===== src/rtl/mem_access_unit_pkg.sv =====
// Shared types for the data-memory access stage.
// Size codes, FSM states and the alignment check.
package mem_access_unit_pkg;

  typedef enum logic [1:0] {
    SZ_BYTE = 2'd0,
    SZ_HALF = 2'd1,
    SZ_WORD = 2'd2,
    SZ_ILL  = 2'd3
  } size_e;

  typedef enum logic [1:0] {
    S_IDLE = 2'd0,
    S_WAIT = 2'd1,
    S_DONE = 2'd2
  } state_e;

  function automatic logic misaligned(
    input logic [1:0] size,
    input logic [1:0] lo
  );
    return (size == SZ_ILL)
      || (size == SZ_HALF && lo[0])
      || (size == SZ_WORD && lo != 2'b00);
  endfunction

endpackage


===== src/rtl/mem_lane_align.sv =====
// Byte-lane steering: store enables/replication
// and load lane extraction with extension.
module mem_lane_align
  import mem_access_unit_pkg::*;
(
  input  logic [1:0]  st_size,
  input  logic [1:0]  st_lo,
  input  logic [31:0] st_data,
  output logic [3:0]  wen,
  output logic [31:0] wdata,
  input  logic [1:0]  ld_size,
  input  logic        ld_signed,
  input  logic [1:0]  ld_lo,
  input  logic [31:0] rdata,
  output logic [31:0] ldata
);

  logic [7:0]  b_sel;
  logic [15:0] h_sel;

  assign b_sel = rdata[{ld_lo, 3'b000} +: 8];
  assign h_sel = rdata[{ld_lo[1], 4'b0000} +: 16];

  // Store side: byte enables and lane replication
  always_comb begin
    wen   = 4'b0000;
    wdata = st_data;
    unique case (1'b1)
      st_size == SZ_BYTE: begin
        wen   = 4'b0001 << st_lo;
        wdata = {4{st_data[7:0]}};
      end
      st_size == SZ_HALF: begin
        wen   = st_lo[1] ? 4'b1100 : 4'b0011;
        wdata = {2{st_data[15:0]}};
      end
      st_size == SZ_WORD: begin
        wen   = 4'b1111;
      end
      default: ;
    endcase
  end

  // Load side: lane select then sign/zero extend
  always_comb begin
    ldata = 32'd0;
    unique case (1'b1)
      ld_size == SZ_BYTE:
        ldata = {{24{ld_signed & b_sel[7]}}, b_sel};
      ld_size == SZ_HALF:
        ldata = {{16{ld_signed & h_sel[15]}}, h_sel};
      ld_size == SZ_WORD:
        ldata = rdata;
      default: ;
    endcase
  end

endmodule


===== src/rtl/mem_access_unit.sv =====
// MEM-stage access unit: turns sized loads/stores
// into word SRAM transactions and stalls until done.
module mem_access_unit
  import mem_access_unit_pkg::*;
#(
  parameter int MAX_WAIT = 16,
  parameter int CNT_W    = 5
) (
  input  logic        clk,
  input  logic        rst,
  input  logic        req_valid,
  input  logic        req_write,
  input  logic [1:0]  req_size,
  input  logic        req_signed,
  input  logic [31:0] req_addr,
  input  logic [31:0] req_wdata,
  output logic        stall,
  output logic        done,
  output logic [31:0] rdata_out,
  output logic        addr_err,
  output logic        timeout_err,
  output logic        sram_en,
  output logic [3:0]  sram_wen,
  output logic [31:0] sram_addr,
  output logic [31:0] sram_wdata,
  input  logic [31:0] sram_rdata,
  input  logic        sram_ready
);

  localparam logic [CNT_W-1:0] CNT_LAST =
    CNT_W'(MAX_WAIT - 1);

  state_e           state;
  state_e           state_nx;
  logic [CNT_W-1:0] cnt;
  logic [1:0]       lat_size;
  logic             lat_signed;
  logic [1:0]       lat_lo;
  logic             lat_write;
  logic             bad;
  logic             expired;
  logic [3:0]       st_wen;
  logic [31:0]      st_wdata;
  logic [31:0]      ld_data;

  assign bad     = misaligned(req_size, req_addr[1:0]);
  assign expired = (cnt == CNT_LAST);
  assign stall   = req_valid & ~done;

  mem_lane_align u_align (
    .st_size   (req_size),
    .st_lo     (req_addr[1:0]),
    .st_data   (req_wdata),
    .wen       (st_wen),
    .wdata     (st_wdata),
    .ld_size   (lat_size),
    .ld_signed (lat_signed),
    .ld_lo     (lat_lo),
    .rdata     (sram_rdata),
    .ldata     (ld_data)
  );

  // State register
  always_ff @(posedge clk or negedge rst) begin
    if (!rst) state <= S_IDLE;
    else      state <= state_nx;
  end

  // Next-state decode
  always_comb begin
    state_nx = state;
    unique case (state)
      S_IDLE:
        if (req_valid)
          state_nx = bad ? S_DONE : S_WAIT;
      S_WAIT:
        if (sram_ready || expired)
          state_nx = S_DONE;
      S_DONE:
        state_nx = S_IDLE;
      default:
        state_nx = S_IDLE;
    endcase
  end

  // Registered outputs, request latch and wait counter
  always_ff @(posedge clk or negedge rst) begin
    if (!rst) begin
      cnt         <= '0;
      lat_size    <= 2'd0;
      lat_signed  <= 1'b0;
      lat_lo      <= 2'd0;
      lat_write   <= 1'b0;
      done        <= 1'b0;
      addr_err    <= 1'b0;
      timeout_err <= 1'b0;
      rdata_out   <= 32'd0;
      sram_en     <= 1'b0;
      sram_wen    <= 4'd0;
      sram_addr   <= 32'd0;
      sram_wdata  <= 32'd0;
    end else begin
      unique case (state)
        S_IDLE: begin
          if (req_valid) begin
            if (bad) begin
              addr_err <= 1'b1;
              done     <= 1'b1;
            end else begin
              sram_en    <= 1'b1;
              sram_addr  <= {req_addr[31:2], 2'b00};
              sram_wen   <= req_write ? st_wen : 4'd0;
              sram_wdata <= st_wdata;
              lat_size   <= req_size;
              lat_signed <= req_signed;
              lat_lo     <= req_addr[1:0];
              lat_write  <= req_write;
              cnt        <= '0;
            end
          end
        end
        S_WAIT: begin
          sram_en <= 1'b0;
          if (sram_ready) begin
            if (!lat_write) rdata_out <= ld_data;
            done <= 1'b1;
          end else if (expired) begin
            if (!lat_write) rdata_out <= 32'd0;
            timeout_err <= 1'b1;
            done        <= 1'b1;
          end else begin
            cnt <= cnt + 1'b1;
          end
        end
        S_DONE: begin
          done        <= 1'b0;
          addr_err    <= 1'b0;
          timeout_err <= 1'b0;
        end
        default: ;
      endcase
    end
  end

endmodule


===== config.mk =====
export PLATFORM = sky130hd
export DESIGN_NAME = mem_access_unit
export DESIGN_NICKNAME = d
export VERILOG_FILES = /design/src/rtl/mem_access_unit_pkg.sv /design/src/rtl/mem_lane_align.sv /design/src/rtl/mem_access_unit.sv
export SDC_FILE = /design/constraint.sdc
export NUM_CORES = 1
export LEC_CHECK = 0
export ABC_AREA = 0
export CELL_PAD_IN_SITES_DETAIL_PLACEMENT = 1
export CELL_PAD_IN_SITES_GLOBAL_PLACEMENT = 1
export CORE_UTILIZATION = 30
export DETAILED_ROUTE_END_ITERATION = 8
export GPL_ROUTABILITY_DRIVEN = 0
export PLACE_DENSITY = 0.85
export SYNTH_ARGS = -nofsm -noshare
export SYNTH_HDL_FRONTEND = slang
export SYNTH_SLANG_ARGS = --single-unit
export TNS_END_PERCENT = 5

===== constraint.sdc =====
create_clock -name clk -period 1.9 [get_ports clk]
set_clock_uncertainty 0.05 [all_clocks]
set_input_delay 0.285 -clock clk [delete_from_list [all_inputs] [get_ports clk]]
set_output_delay 0.285 -clock clk [all_outputs]
set_load 0.02 [all_outputs]

# --- Word level (Yosys, flattened, before mapping) ---
# Cells that the tools add are included.
op_classes:
  n_eq_ne: 16
  n_reduce_logical: 22
  addsub: 1
  n_shift: 3
  n_mux: 29
  bitwise_logic: 6
op_table:
  columns: ["operator", "n"]
  rows:
  - ["32-bit two-way mux", 4]
  - ["32-bit one-hot mux with 3 select lines", 1]
  - ["32-bit one-hot mux with 2 select lines", 1]
  - ["32-bit by 6-bit indexed part select with 16-bit output", 1]
  - ["32-bit by 6-bit indexed part select with 8-bit output", 1]
  - ["5-bit two-way mux", 4]
  - ["3-bit AND reduction", 5]
  - ["2-bit inequality test, second input constant", 7]
  - ["4-bit one-hot mux with 3 select lines", 1]
  - ["5-bit one-hot mux with 2 select lines", 1]
  - ["2-bit nonzero test", 5]
  - ["2-bit == test, second input constant", 4]
  - ["4-bit two-way mux", 2]
  - ["1-bit two-way mux", 7]
  - ["2-bit by 1-bit == test with 1-bit output, second input constant", 3]
  - ["2-bit zero test", 3]
  - ["2-bit two-way mux", 3]
  - ["1-bit one-hot mux with 2 select lines", 3]
  - ["5-bit by 1-bit adder with 5-bit output, second input constant", 1]
  - ["5-bit by 4-bit == test with 1-bit output, second input constant", 1]
  - ["5-bit AND reduction", 1]
  - ["2-bit one-hot mux with 2 select lines", 1]
  - ["4-bit AND reduction", 1]
  - ["1-bit by 2-bit left shift with 4-bit output, first input constant", 1]
  - ["other kinds (8)", 15]
word_totals:
  word_cells: 91
  ff_bits: 115
  input_bits: 104
  output_inout_bits: 105

# --- Logic depth before layout (Yosys ltp) ---
depth:
  word_depth: 7
  depth_mapped: 8
  depth_no_buf: 7

# --- By module ---
# Synthesis repeated with hierarchy kept, for this count alone.
hier_totals:
  hier_cells: 557
  area_unflattened_um2: 5885.6
by_module_without_submodules:
  columns: ["module", "n_inst", "seq_area_each_um2", "area_each_um2", "cells_each"]
  rows:
  - ["mem_access_unit", 1, 2877.8, 4560.6, 363]
  - ["mem_lane_align", 1, 0.0, 1325.0, 194]

# --- Worst setup path after synthesis ---
# Ideal clock, no wire load.
synth_timing:
  path_type: "reg2reg"
  from: "reg cnt[0]"
  to: "reg cnt[3]"
  path_stages_with_launch: 8
  synth_period_minus_slack_ns: 1.990
  setup_ns: 0.131
  path_buffers: 0
  required_ns: 1.719
  arrival_time_ns: 1.809
  slack_ns: -0.090
  cell_sequence: "dfrtp_1 > ha_1 > and3_1 > ha_1 > nor2_1 > nand4_1 > mux2i_1 > or3_1"
synth_between:
  elab_chain_cells: 4
  word_cells_on_any_way: 7
  cone_classes: "add/sub (1); eq/ne (2); mux (3); reduce/logical (1)"
synth_lines:
  columns: ["element", "line_no", "text"]
  rows:
  - ["start, declared", "mem_access_unit.sv:35", "logic [CNT_W-1:0] cnt;"]
  - ["start signal, assigned", "mem_access_unit.sv:132", "cnt <= cnt + 1'b1;"]
  - ["5-bit by 1-bit adder with 5-bit output", "mem_access_unit.sv:132", null]
  - ["5-bit two-way mux", "mem_access_unit.sv:127", "end else if (expired) begin"]
  - ["5-bit two-way mux", "mem_access_unit.sv:124", "if (sram_ready) begin"]
  - ["5-bit one-hot mux with 2 select lines", "mem_access_unit.sv:103", "unique case (state)"]
# Parallel ways exist; a longest one is shown, timed or not. The select of a mux whose other input is x is not followed.
# A chain may end at the register's enable or synchronous reset.

# --- Worst setup path in the final report ---
layout_timing:
  from: "reg lat_lo[1]"
  to: "reg rdata_out[16]"
layout_between:
  elab_chain_cells: 5
  word_cells_on_any_way: 7
  cone_classes: "shift (2); mux (3); bitwise (2)"
layout_lines:
  columns: ["element", "line_no", "text"]
  rows:
  - ["start, declared", "mem_access_unit.sv:38", "logic [1:0] lat_lo;"]
  - ["start signal, assigned", "mem_access_unit.sv:116", "lat_lo <= req_addr[1:0];"]
  - ["32-bit by 6-bit indexed part select with 16-bit output / 32-bit by 6-bit indexed part select with 8-bit output (equally long branches)", "mem_lane_align.sv:22, mem_lane_align.sv:21", null]
  - ["1-bit bitwise AND (on tied branches)", "mem_lane_align.sv:51, mem_lane_align.sv:49", null]
  - ["32-bit one-hot mux with 3 select lines (*)", "mem_lane_align.sv:47", "unique case (1'b1)"]
  - ["32-bit two-way mux (*)", "mem_access_unit.sv:125", "if (!lat_write) rdata_out <= ld_data;"]
  - ["32-bit two-way mux (*)", "mem_access_unit.sv:124", null]
  - ["end signal, assigned", "mem_access_unit.sv:125", null]
  - ["end, declared", "mem_access_unit.sv:19", "output logic [31:0] rdata_out,"]
# Every way passes the cells marked *; elsewhere a longest branch is shown, timed or not. The select of a mux whose other input is x is not followed.

==> run metrics <==
WP data required=2200 ps; top cell type's share of synthesized area=53.3%; antenna violations before repair=0; critical path startpoint=lat_lo[1]; Initial Util=31.0%; fin crit share=98.1%; Synth cell types=56; gr usage total=between 20% and 30%; starting DRC count in detailed routing=between 150 and 200; Max VDD drop=0.765 mV; number of vias per cell=5.16; Min-Delay Path Class=in -> async; Post-synth EDFFs=0; Core Footprint=about 17,000 µm²; FF-to-FF path depth=6; Post-Synth Adder-Cell Area=1.16%; Die Y=136 µm; Power Total=0.0148 W; kind of critical path=reg -> reg; H-tree Lvls=4; antenna-violating nets left=0; # clock sinks=115; IO Count=209; Top Layer Used=met4; final net count=830; P_leak=around 3.8 nW; Post-Place Cell Area=8020 µm²; RR Endpoint=rdata_out[16]; CTS tree=yes; number of detailed-route iterations in the first pass=6; area of the die=18,500 µm²; synthesized area=5400 µm²; antenna cell count=0; CP bufs+invs=2; compound-gate portion of the synthesized area=15.2%; clock root buffer=clkbuf_16; relative slew slack=54.3%; multiplexer share of the synthesized area=16.5%; Hold Vio Cnt, Final=0; Slowest Stage Delay on Critical Path=460 ps; layout cells sized above 1=14.3%; main combinational cell family by area after synthesis=multiplexers; CP Max Fanout=8; I/O Buffers=206; Seq cells post-synth=115; Slowest-stage cell, CP=or4_4; yosys warns=0; top_reg_cell synth=dfrtp_1; Slew Limit Fails=0; row count=48; clk slew on worst S/H paths=50 ps; sequential share of the synthesized area=53.3%; WL met1=approximately 7400 µm; most common cell after layout, fill and taps aside=clkdlybuf4s50_1; PwrDens=roughly 1700 nW/µm²; Reg2Reg Setup Slack=40 ps; dpl hpwl=13,900 µm; Die Width=136 µm; max-cap violation count=0; Avg Cell Area, Syn=11.3 µm²; Post-Route WL=around 19,000 µm; met2 wire length=9700 µm; global-route wire length before repair=between 20,000 and 30,000 µm; Skew-Pair Late Insertion Delay=a little over 400 ps; CP endpoint kind=register; Finished Cell Area=8740 µm²; most frequent cells in the layout=clkdlybuf4s50_1 (204), dfrtp_1 (115), nand2_1 (52), buf_4 (46); Non-Filler Instances=958; DR WL met3=1200 µm; Bufs on Longest Clock Path=2; Area contributors post-synth=dfrtp_1 (53%), mux2_1 (9.2%), mux2i_1 (5.4%); Inst Count DP=923; Reg2Reg Launch Point=lat_lo[1]; RSZ-0062 raised after global routing=yes; critical path launch point type=register; Top Family by Delay on Critical Path=simple AND/OR/NAND/NOR gates; fmax=536 MHz; Synth Instances=480; Core Util, Final=roughly half; status=finished, final reports clean; Simple-Gate Fraction of Synth Area=10.0%; area leader, netlist=dfrtp_1; vias in the first global route=approximately 5,500; WL/cell=19.6 µm; Layout Area Growth over Synthesis=61.8%; CP Cell Sequence=buf_4 > mux2i_1 > or4_4 > a211oi_4 > buf_4 > a221o_1; worst-margin pin slew=682 ps; # setup viols final=0; Post-route DRC=0; CP Data Arrival Time=2160 ps; CTS buffer count=17; Synth async-reset ratio=100%; Via Count=4,947; Synth Area in XOR/XNOR=0%; post-layout minimum cycle time=between 1500 and 2000 ps; largest net degree at the start of global routing=60; Crit path top cell by count=buf_4; total gr overflow=0
-- power breakdown --
part | switching (W) | internal, W | total (W) | leakage, nW
logic | 0.00351 | 0.00340 | 0.00691 | 2.00
registers | 0.000749 | 0.00363 | 0.00438 | 1.44
clock network | 0.00112 | 0.00241 | 0.00353 | 0.323
total | 0.00537 | 0.00945 | 0.0148 | 3.76
-- flip-flops by register name (all words and copies together), names as in the netlist, 2 cells and up --
| register | count |
|---|---|
| state | 2 |
| lat_lo | 2 |
| cnt | 5 |
| sram_addr | 30 |
| rdata_out | 32 |
| sram_wen | 4 |
| sram_wdata | 32 |
| lat_size | 2 |
-- Yosys cell counts, drive strengths merged (3+ instances only) --
cell,count
dfrtp,115
nand2,52
o21ai,52
mux2,51
mux2i,29
clkbuf,23
nor2,19
a221o,17
a21oi,14
buf,14
inv,10
a221oi,7
a222oi,7
nand3,7
ha,5
nor2b,5
and2,4
nand2b,4
o311ai,4
and3,3
or3,3
-- metal layers --
| metal | track usage, % | up-vias |
|---|---|---|
| li1 | - | 2234 |
| met1 | 23.9 | 2490 |
| met2 | 37.5 | 186 |
| met3 | 5.41 | 37 |
| met4 | 7.90 | 0 |
| met5 | 0 | - |
-- worst reg2reg max path, stage by stage (launching register included) --
cell      delay [ps]
dfrtp_1          400
buf_4            150
mux2i_1          160
or4_4            460
a211oi_4         230
buf_4            200
a221o_1          140
-- timing repair --
action                                  4_1_cts  5_1_grt
endpoints found under the setup margin       14       31
pin swaps                                     0       21
resized for setup                             2        4
buffers inserted                              0        2
gates cloned                                  0        1
hold buffers                                  1        0
endpoints found under the hold margin        33        0
-- metrics by stage --
| stage | hold slack (ps) | TNS (ps) | worst slack [ps] |
|---|---|---|---|
| 2_1_floorplan | -60.6 | 0 | 0.998 |
| 5_1_grt | 358 | -129 | -33.4 |
| 3_5_place_dp | 224 | -14940 | -251 |
| 3_3_place_gp | 223 | -7060 | -166 |
| 4_1_cts | 329 | -83.0 | -42.6 |
| 6_report | 325 | 0 | 35.4 |
-- worst max-delay path by stage --
stage	cells after the start	slack (ps)	endpoint
after CTS	7	-40	cnt[2]
final	6	40	rdata_out[16]
after detailed placement	5	-250	rdata_out[9]
after global routing	7	-30	cnt[3]
after floorplan	7	1	cnt[2]
after global placement	6	-170	rdata_out[22]
-- logic make-up (layout without fill, tap and decap cells) --
| logic type | count (synthesis) | count (layout) |
|---|---|---|
| multiplexers | 81 | 81 |
| flip-flops | 115 | 115 |
| AND/OR/NAND/NOR | 112 | 112 |
| buffers and inverters | 47 | 299 |
| AO/OA/AOI/OAI | 119 | 119 |
| other | 1 | 2 |
| adder cells (fa/ha/maj) | 5 | 5 |
-- cell type report --
cell class / instances / area [µm²]
multi-input combinational: 319 / 2370
timing repair buffer: 258 / 2520
clock inverter: 10 / 179
inverter: 10 / 37.5
fill: 1822 / 8680
sequential: 115 / 2880
clock buffer: 21 / 470
tap: 225 / 282
Power figures use the tool's default switching activity.
